**config.mk**
```make
export PLATFORM = sky130hd
export DESIGN_NAME = mem_bus_bridge
export DESIGN_NICKNAME = d
export VERILOG_FILES = /design/src/rtl/mips_bus_pkg.sv /design/src/rtl/mem_bus_bridge.sv
export SDC_FILE = /design/constraint.sdc
export NUM_CORES = 1
export LEC_CHECK = 0
export CAP_MARGIN = 30
export CORE_MARGIN = 2
export CORE_UTILIZATION = 46
export CTS_BUF_LIST = sky130_fd_sc_hd__clkbuf_4
export CTS_CLUSTER_DIAMETER = 200
export DETAILED_ROUTE_END_ITERATION = 8
export GPL_TIMING_DRIVEN = 0
export PLACE_DENSITY = 0.95
export SETUP_SLACK_MARGIN = 0.3
export SLEW_MARGIN = 0
export SYNTH_ARGS = -nofsm -noshare
export SYNTH_HDL_FRONTEND = slang
export SYNTH_SLANG_ARGS = --single-unit
```
**constraint.sdc**
```tcl
create_clock -name clk -period 4.1 [get_ports clk]
set_input_delay 1.025 -clock clk [delete_from_list [all_inputs] [get_ports clk]]
set_output_delay 1.025 -clock clk [all_outputs]
set_load 0.05 [all_outputs]
```
**src/rtl/mips_bus_pkg.sv**
```systemverilog
// Shared types and constants for the CPU-to-Avalon memory bus bridge.
package mips_bus_pkg;

    typedef enum logic [2:0] {
        IDLE,
        FETCH,
        EXEC,
        DATA,
        COMMIT,
        HALTED
    } bridge_state_t;

    localparam logic [3:0]  BE_WORD         = 4'hF;
    localparam logic [31:0] WORD_ALIGN_MASK = 32'hFFFF_FFFC;

endpackage

```
**src/rtl/mem_bus_bridge.sv**
```systemverilog
// Serialises each CPU instruction into a fetch plus an optional data access on
// one Avalon-MM port, and pulses cpu_clk_enable once per completed instruction.
//
// state  | meaning
// IDLE   | first cycle after reset release
// FETCH  | instruction read on the bus (or halt detect)
// EXEC   | datapath decodes held instruction; data request sampled
// DATA   | load or store on the bus from latched request
// COMMIT | one-cycle commit pulse after a data access
// HALTED | PC hit the halt address; bus quiet until reset
module mem_bus_bridge
    import mips_bus_pkg::*;
#(
    parameter logic [31:0] HALT_ADDRESS = 32'h0000_0000
) (
    input  logic        clk,
    input  logic        reset,
    input  logic [31:0] cpu_instr_address,
    output logic [31:0] cpu_instr_readdata,
    input  logic        cpu_data_read,
    input  logic        cpu_data_write,
    input  logic [31:0] cpu_data_address,
    input  logic [31:0] cpu_data_writedata,
    input  logic [3:0]  cpu_data_byteenable,
    output logic [31:0] cpu_data_readdata,
    output logic        cpu_clk_enable,
    output logic        active,
    output logic [31:0] avm_address,
    output logic        avm_read,
    output logic        avm_write,
    output logic [31:0] avm_writedata,
    output logic [3:0]  avm_byteenable,
    input  logic [31:0] avm_readdata,
    input  logic        avm_waitrequest
);

    bridge_state_t state;
    logic [31:0]   d_addr;
    logic [31:0]   d_wdata;
    logic [3:0]    d_be;
    logic          d_read;
    logic          d_write;
    logic          is_halt;
    logic          exec_mem;

    assign is_halt  = (cpu_instr_address == HALT_ADDRESS);
    assign exec_mem = cpu_data_read | cpu_data_write;

    always_ff @(posedge clk or negedge reset) begin
        if (!reset) begin
            state              <= IDLE;
            active             <= 1'b0;
            cpu_instr_readdata <= '0;
            cpu_data_readdata  <= '0;
            d_addr             <= '0;
            d_wdata            <= '0;
            d_be               <= '0;
            d_read             <= 1'b0;
            d_write            <= 1'b0;
        end else begin
            case (state)
                IDLE: begin
                    active <= 1'b1;
                    state  <= FETCH;
                end
                FETCH: begin
                    if (is_halt) begin
                        active <= 1'b0;
                        state  <= HALTED;
                    end else if (!avm_waitrequest) begin
                        cpu_instr_readdata <= avm_readdata;
                        state              <= EXEC;
                    end
                end
                EXEC: begin
                    if (exec_mem) begin
                        d_addr  <= cpu_data_address & WORD_ALIGN_MASK;
                        d_wdata <= cpu_data_writedata;
                        d_be    <= cpu_data_byteenable;
                        d_read  <= cpu_data_read;
                        // a load wins when control asserts both; the store is dropped
                        d_write <= cpu_data_write & ~cpu_data_read;
                        state   <= DATA;
                    end else begin
                        state <= FETCH;
                    end
                end
                DATA: begin
                    if (!avm_waitrequest) begin
                        if (d_read) begin
                            cpu_data_readdata <= avm_readdata;
                        end
                        state <= COMMIT;
                    end
                end
                COMMIT: state <= FETCH;
                HALTED: state <= HALTED;
                default: state <= IDLE;
            endcase
        end
    end

    // Bus outputs decode from state so an async reset drops a strobe at once.
    always_comb begin
        avm_address    = '0;
        avm_read       = 1'b0;
        avm_write      = 1'b0;
        avm_writedata  = '0;
        avm_byteenable = '0;
        cpu_clk_enable = 1'b0;
        case (state)
            FETCH: begin
                if (!is_halt) begin
                    avm_read       = 1'b1;
                    avm_address    = cpu_instr_address & WORD_ALIGN_MASK;
                    avm_byteenable = BE_WORD;
                end
            end
            EXEC: cpu_clk_enable = ~exec_mem;
            DATA: begin
                avm_read       = d_read;
                avm_write      = d_write;
                avm_address    = d_addr;
                avm_byteenable = d_be;
                avm_writedata  = d_write ? d_wdata : '0;
            end
            COMMIT: cpu_clk_enable = 1'b1;
            default: ;
        endcase
    end

endmodule
```
# Yosys cells after proc, flatten, opt, wreduce, memory -nomap -nowiden
# Cells that the tools add are included.
# Widths: inputs -> output; s select.
op_classes:
  multipliers: 0
  div: 0
  bitwise: 6
  n_shift: 0
  eq_ne: 8
  n_addsub: 0
  n_reduce_logical: 9
  n_lt_le_gt_ge: 0
  muxes: 17
op_table:
  columns: ["cell", "count"]
  rows:
  - ["$mux 32", 3]
  - ["$pmux 32 s2", 1]
  - ["$logic_not 32->1", 1]
  - ["$pmux 3 s5", 1]
  - ["$mux 3", 3]
  - ["$pmux 4 s2", 1]
  - ["$eq 3x2->1 const B", 2]
  - ["$eq 3x3->1 const B", 2]
  - ["$pmux 1 s2", 3]
  - ["$reduce_and 2->1", 3]
  - ["$reduce_and 3->1", 2]
  - ["$mux 4", 1]
  - ["$ne 2x2->1 const B", 2]
  - ["$not 1->1", 4]
  - ["$eq 3x1->1 const B", 1]
  - ["$logic_not 3->1", 1]
  - ["$mux 1", 3]
  - ["$ne 3x3->1 const B", 1]
  - ["$mux 2", 1]
  - ["$reduce_bool 2->1", 1]
  - ["$reduce_or 2->1", 1]
  - ["$and 1x1->1", 1]
  - ["$or 1x1->1", 1]
word_totals:
  output_inout_bits: 136
  latch_bits: 0
  mem_bits_rw: 0
  in_bits: 137
  elab_cells: 49
  memories: 0
  rom_bits: 0
  regBits: 136

# Logic depth before layout (Yosys ltp)
# Gate-level depths: netlist of run 1.
logic_depth:
  word_depth: 3
  mapped_depth: 7
  mapped_depth_nobuf: 4

# Least setup slack after synthesis of run 1
# OpenSTA, ideal clock, no wires.
synth_path:
  path_kind: "input port to output port"
  start: "input cpu_instr_address[17]"
  end: "output avm_address[17]"
  path_stages: 6
  required_ns: 3.075
  path_buffers: 2
  path_slack_ns: 0.633
  t_arrival_ns: 2.442
  path_cell_list: "nor4_1 > nand4_1 > o2111a_1 > buf_6 > buf_6 > a22o_1"
synth_via:
  elab_chain_cells: 3
synth_lines:
  columns: ["element", "line_no", "rtl"]
  rows:
  - ["start: declaration", "mem_bus_bridge.sv:18", "input logic [31:0] cpu_instr_address,"]
  - ["$logic_not 32->1", "mem_bus_bridge.sv:46", "assign is_halt = (cpu_instr_address == HALT_ADDRESS);"]
  - ["$mux 32 *", "mem_bus_bridge.sv:113", "if (!is_halt) begin"]
  - ["$pmux 32 s2 *", "mem_bus_bridge.sv:111", "case (state)"]
  - ["end: declaration", "mem_bus_bridge.sv:28", "output logic [31:0] avm_address,"]
# Every way passes the cells marked *; elsewhere a longest branch is shown, timed or not.

# Worst setup path after layout of run 1
layout_path:
  start: "input cpu_instr_address[4]"
  end: "output avm_byteenable[1]"
layout_via:
  elab_chain_cells: 3
layout_lines:
  columns: ["element", "line_no", "rtl"]
  rows:
  - ["$logic_not 32->1", "mem_bus_bridge.sv:46", null]
  - ["$mux 4", "mem_bus_bridge.sv:113", null]
  - ["$pmux 4 s2", "mem_bus_bridge.sv:111", null]
  - ["end: declaration", "mem_bus_bridge.sv:32", "output logic [3:0] avm_byteenable,"]
# Every way passes these cells.

==> results.toml, run 1 <==
[yosys]
synth_area_um2 = 5980
synth_top_family_by_area = "multiplexers"
synthAdderAreaFrac_pct = 0
synth_xor_area_share_pct = 0
synth_cells = 402
yosysSeqAreaShare_pct = 56.9
yosys_warnings = 0
yosysUniqueCellTypes = 31
synth_compound_area_share_pct = 6.48
avgSynthCellArea_um2 = 14.9
synthMuxAreaShare_pct = 26.5
ys_seq_elements = 136
synthSimpleGateAreaFrac_pct = 5.90

[outcome]
status = "complete, no violations"

[detailed_routing]
drt-total-wl_mm = 17.5
initialDrtViolationCount = 229
firstDrtPassIters = 4
num_vias = 4630
viasPerCell = 5.21
drc = 0
postRouteAntennaNets = 0
wl_per_cell_um = 19.7

[place]
io_buffers = 268
hpwl_mm = 12.8
dp_slack_ns = -0.712
gp_congestion = 0.796
placed_area_um2 = 8910

[global_route]
grt_pass1_vias = 4982
grt_overflow = 0
grt_pass1_wl_mm = 26.8
gr-usage-all-layers_pct = 24.9
antenna_found_initial = 1
grt_max_degree = 81

[setup_path]
worst-r2r-setup-slack_ns = 2.02
cp.arrival_ns = 2.73
criticalPathCategory = "in2out"
path_cells = "clkbuf_2 > nor4_4 > nand4_1 > o2111a_1 > buf_6 > buf_8 > buf_6 > a21o_1 > buf_6"
cpPeakStageDelay_ns = 0.31
worst_setup_path_end_kind = "output pin"
r2r-end = "d_wdata[28]"
r2r-start = "state[2]"
crit_fanout = 7
startpoint_type = "input port"
crit_path_frequent_cell = "buf_6"
worst_ep_required_time_ns = 3.07
critPathSlowestCell = "nor4_4"
reg2reg_depth = 5

[final_layout]
multiInputGateArea_um2 = 2400
final_core_util_pct = 73.4
drive_above_1_share_pct = 38.3
area_growth_pct = 55.5
nets = 840
final_cell_area_um2 = 9300
fillCellCount = 820
seqCellArea_um2 = 3400

[clocking]
clk_path_buf_depth = 2
htreeDepth = 4
clkTransAtPathRegs_ns = 0.11
clk_latency_ns = 0.53
cts_tree = "yes"
cts_num_sinks = 136
ctsHoldBuffers = 0
numCtsBuffers = 17
root_buffer = "clkbuf_4"

[floorplan]
rows = 41
die-area_um2 = 13900
die_y_um = 118
core_um2 = 12700
boundaryPins = 273
initial_core_util_pct = 47.2
die_w_um = 118

[timing]
final.period_utilization_pct = 91.6
fmax_mhz = 266
slew_headroom_pct = 62.9
post-route-min-period_ns = 3.76
whs_ns = 0.434
grt_setup_unrepaired = "no"
fin_worst_skew_ns = 0.0116
final-setup-viol-count = 0
setup_slack_ns = 0.345
worst_pin_slew_ns = 0.555
finalMaxSlewViolations = 0
hold_violations = 0

[job]
max-cap-violations = 0

[pwr]
powerDensity_nw_per_um2 = 958
p_total_mw = 8.92
peakVddDrop_uv = 570
leakagePower_nw = 4.11

[worst_hold_path]
hold_class = "in2async"
==> metrics by stage <==
stage / setup TNS, ns / instances
4_1_cts: 0 / 883
5_1_grt: 0 / 889
3_5_place_dp: -22.14 / 844
6_report: 0 / 889
2_1_floorplan: 0 / 403
3_3_place_gp: -443.11 / 843
==> how the worst max path moves through the flow <==
stage,from,end,slack (ns),depth (start not counted)
2_1_floorplan,cpu_instr_address[17],avm_address[17],0.63,6
3_3_place_gp,reset,d_addr[11],-3.11,1
3_5_place_dp,cpu_instr_address[8],avm_address[16],-0.71,8
4_1_cts,cpu_instr_address[0],avm_address[23],0.30,8
5_1_grt,cpu_instr_address[3],avm_read,0.29,9
6_report,cpu_instr_address[4],avm_byteenable[1],0.34,9
==> synth_stat cells, drive strengths merged <==
library cell	number	area share, %
dfrtp	136	57
mux2	130	26
and2	33	3.5
a22o	32	4.7
buf	21	3.6
nor4	8	0.84
clkbuf	7	0.44
a21o	5	0.63
nor2	5	0.31
a21oi	4	0.33
nor3	3	0.33
inv	2	0.13
nand2b	2	0.21
nand4	2	0.21
o21ai	2	0.23
and3	1	0.10
and3b	1	0.15
conb	1	0.063
mux2i	1	0.17
nand2	1	0.063
nor2b	1	0.23
o2111a	1	0.19
o31a	1	0.15
o31ai	1	0.13
o41ai	1	0.15
==> cells in the final DEF (no fill, tap or decap), drive strengths merged, types with 4 or more instances in the layout <==
cell | netlist | routed
nor4 | 8 | 8
clkbuf | 7 | 62
buf | 21 | 71
dfrtp | 136 | 136
nor2 | 5 | 5
clkdlybuf4s50 | 0 | 169
and2 | 33 | 33
bufinv | 0 | 5
mux2 | 130 | 130
a21o | 5 | 5
clkinv | 0 | 5
dlygate4sd2 | 0 | 7
clkdlybuf4s15 | 0 | 20
a22o | 32 | 32
a21oi | 4 | 4
==> sequential cells by signal (all words and copies together) (netlist names) <==
| name | count |
|---|---|
| active | 1 |
| cpu_data_readdata | 32 |
| cpu_instr_readdata | 32 |
| d_addr | 30 |
| d_be | 4 |
| d_read | 1 |
| d_wdata | 32 |
| d_write | 1 |
| state | 3 |
==> power breakdown <==
part           switching [mW]  internal, mW  total [mW]
combinational            3.21          2.25        5.46
sequential              0.400          2.02        2.42
clock                   0.473         0.564        1.04
total                    4.08          4.83        8.92
==> repair_timing <==
action                                  4_1_cts  5_1_grt
pin swaps                                    13       19
endpoints found under the setup margin       65       64
gates resized for setup                     305      112
gates cloned                                  2        1
setup buffers                                 5        4
==> per-layer routing <==
layer	share of wire, %	GRT usage [%]	wire [um]	vias up
met5	0	0	0	-
met2	52	44.2	9180	225
met4	2.3	9.56	402	0
li1	-	-	-	2062
met1	37	27.1	6550	2308
met3	7.9	9.21	1380	35
==> critical path: cells and delay by family <==
kind | cells | cell delay [ns]
AOI/OAI and AO/OA | 2 | 0.47
and+or+nand+nor | 2 | 0.51
buffers and inverters | 5 | 0.71
==> final cells by class <==
cell class | instances | area share (%)
buffer | 28 | 2.72
sequential | 136 | 36.6
antenna | 1 | 0.0269
clock inverter | 11 | 1.91
clock buffer | 21 | 1.69
multi-input combinational | 237 | 25.8
inverter | 2 | 0.0807
timing repair buffer | 281 | 28.9
tap | 172 | 2.31
==> cell families after synthesis <==
| family | count (synthesis) |
|---|---|
| other | 1 |
| AO/OA/AOI/OAI | 47 |
| multiplexers | 131 |
| buffers and inverters | 30 |
| AND/OR/NAND/NOR | 57 |
| flip-flops | 136 |
Note: power is estimated with default switching activity, not from simulation.
==> inputs of run 2 (changes only) <==
Settings changed: CTS_CLUSTER_DIAMETER 200 to 120, PLACE_DENSITY 0.95 to 0.88.
Clock period 4.1 ns to 4.68 ns, I/O delays scaled along.
==> run 2 against run 1 <==
Net effect:
- power is 17% lower
- setup slack hardly changed
- final area is 0.98% lower
- clock skew is 0.0067 ns higher
- hold slack better by 0.071 ns
- non-clock buffer count is 10 lower
- sequential cell count stayed put
- sequential power is 13% lower
- highest routed layer unchanged
==> results.toml, run 2 (synthesis gave the netlist of run 1 again) <==
[global_route]
grt_pass1_wl_mm = 27.0
grt_max_degree = 82
grt_overflow = 0
grt_pass1_vias = 4945
antenna_found_initial = 1
gr-usage-all-layers_pct = 25.2

[outcome]
status = "complete, no violations"

[setup_path]
startpoint_type = "input port"
critPathSlowestCell = "clkdlybuf4s50_1"
path_cells = "clkdlybuf4s50_1 > nor4_2 > nand4_1 > o2111a_1 > buf_6 > buf_6 > a22o_1 > buf_4"
criticalPathCategory = "in2out"
crit_fanout = 10
worst_setup_path_end_kind = "output pin"
cp_top_family = "buffers and inverters"
cpPeakStageDelay_ns = 0.45
crit_path_frequent_cell = "buf_6"
cp.arrival_ns = 3.16
path_buf_inv = 4
worst_ep_required_time_ns = 3.51

[floorplan]
core_um2 = 12700
boundaryPins = 273
rows = 41
die_y_um = 118
die_w_um = 118
die-area_um2 = 13900
initial_core_util_pct = 47.2

[place]
gp_congestion = 0.816
io_buffers = 268
hpwl_mm = 13.1

[pwr]
p_int_mw = 3.92
p_comb_share_pct = 61.7
powerDensity_nw_per_um2 = 804
leakagePower_nw = 3.97
pwr-share-clk_pct = 9.9
p_total_mw = 7.41
seqPwrFrac_pct = 28.3
switchingPower_mw = 3.49
switching_share_pct = 47.1
peakVddDrop_uv = 437

[clocking]
cts_num_sinks = 136
clkTransAtPathRegs_ns = 0.10
root_buffer = "clkbuf_4"
htreeDepth = 4
ctsHoldBuffers = 0
clk_latency_ns = 0.54
clk_path_buf_depth = 2
numCtsBuffers = 17
cts_tree = "yes"

[detailed_routing]
drc = 0
wl_per_cell_um = 19.5
wl_met3_mm = 1.27
wl_met1_mm = 6.50
drt-total-wl_mm = 17.2
top_layer = "met4"
initialDrtViolationCount = 196
postRouteAntennaNets = 0
viasPerCell = 5.18
num_vias = 4554
met2_length_mm = 8.91
firstDrtPassIters = 4

[timing]
finalMaxSlewViolations = 0
fin_worst_skew_ns = 0.0183
final.period_utilization_pct = 92.6
whs_ns = 0.505
slew_headroom_pct = 61.4
worst_pin_slew_ns = 0.577
fmax_mhz = 231
final-setup-viol-count = 0
hold_violations = 0
post-route-min-period_ns = 4.33
grt_setup_unrepaired = "yes"

[final_layout]
largestRegisters = "cpu_data_readdata (32), cpu_instr_readdata (32), d_wdata (32)"
area_growth_pct = 54.0
final_common_cell = "clkdlybuf4s50_1"
final_cell_mix = "clkdlybuf4s50_1 (227), dfrtp_1 (136), mux2_2 (100)"
drive_above_1_share_pct = 32.4
nets = 830

[worst_hold_path]
hold_class = "reg2reg"

[job]
max-cap-violations = 0
==> run 2: cell types whose count changed in the layout (fill, tap and decap cells not counted), sizes merged <==
cell | previous run | this run
clkdlybuf4s50 | 169 | 227
clkbuf | 62 | 28
clkdlybuf4s15 | 20 | 1
buf | 71 | 59
dlygate4sd2 | 7 | 0
clkinv | 5 | 9
dlymetal6s2s | 1 | 5
bufinv | 5 | 2
clkinvlp | 1 | 0
==> run 2: final cells by class <==
| class | count | area (um^2) |
|---|---|---|
| Tap cell | 172 | 215 |
| Clock inverter | 11 | 106 |
| Sequential cell | 136 | 3400 |
| Fill cell | 861 | 3460 |
| Buffer | 28 | 241 |
| Multi-Input combinational cell | 237 | 2380 |
| Inverter | 2 | 7.51 |
| Antenna cell | 1 | 2.50 |
| Clock buffer | 21 | 158 |
| Timing Repair Buffer | 271 | 2700 |
==> run 2: path summary, 6_finish.rpt <==
check                                 startpoint                    end  slack [ns]  cells after the start
hold / removal                       d_wdata[29]            d_wdata[29]        0.51                      1
max in group asynchronous                  reset             d_addr[25]        3.33                      2
min in group asynchronous                  reset  cpu_data_readdata[21]        0.57                      1
hold reg to reg                      d_wdata[29]            d_wdata[29]        0.51                      1
setup reg to reg                        state[2]            d_wdata[10]        2.59                      5
setup / recovery           cpu_instr_address[18]        avm_address[24]        0.35                      8
==> run 2: stage by stage <==
stage / setup TNS, ns / utilization (%) / std cells / setup slack, ns / cell area [um^2]
finish: 0 / 72.7 / 879 / 0.345 / 9210
detailed placement: -13.61 / 70.3 / 844 / -0.443 / 8910
global placement: -388.48 / 70.1 / 843 / -2.77 / 8880
CTS: 0 / 71.8 / 878 / 0.276 / 9090
global route: 0 / 72.7 / 879 / 0.281 / 9210
floorplan: 0 / - / 403 / 0.923 / 5990
==> run 2: power by group through the flow <==
stage                     Clock (mW)  Combinational, mW  Sequential [mW]
after CTS                      0.760               4.50             2.10
after global routing           0.824               4.74             2.17
after detailed placement           0               4.60             2.12
after floorplan                    0               2.16             3.01
after global placement             0               4.51             2.07
final                          0.737               4.57             2.10
==> run 2: timing repair <==
action                     4_1_cts  5_1_grt
pin swaps                        2        6
gates resized for setup        185       50
setup endpoints to repair       35       33
setup buffers                    2        0
==> run 2: worst reg2reg max path, cell delays in order (launching register included) <==
cell and delay (ns):
dfrtp_1 0.47, nand2b_1 0.23, nor3_2 0.33, buf_2 0.35
buf_4 0.25, mux2_2 0.36
==> run 2: per-layer routing <==
layer	global-route usage, %	vias to the layer above
met3	7.95	39
met4	10.5	0
li1	-	2039
met2	44.8	219
met5	0	-
met1	27.7	2257
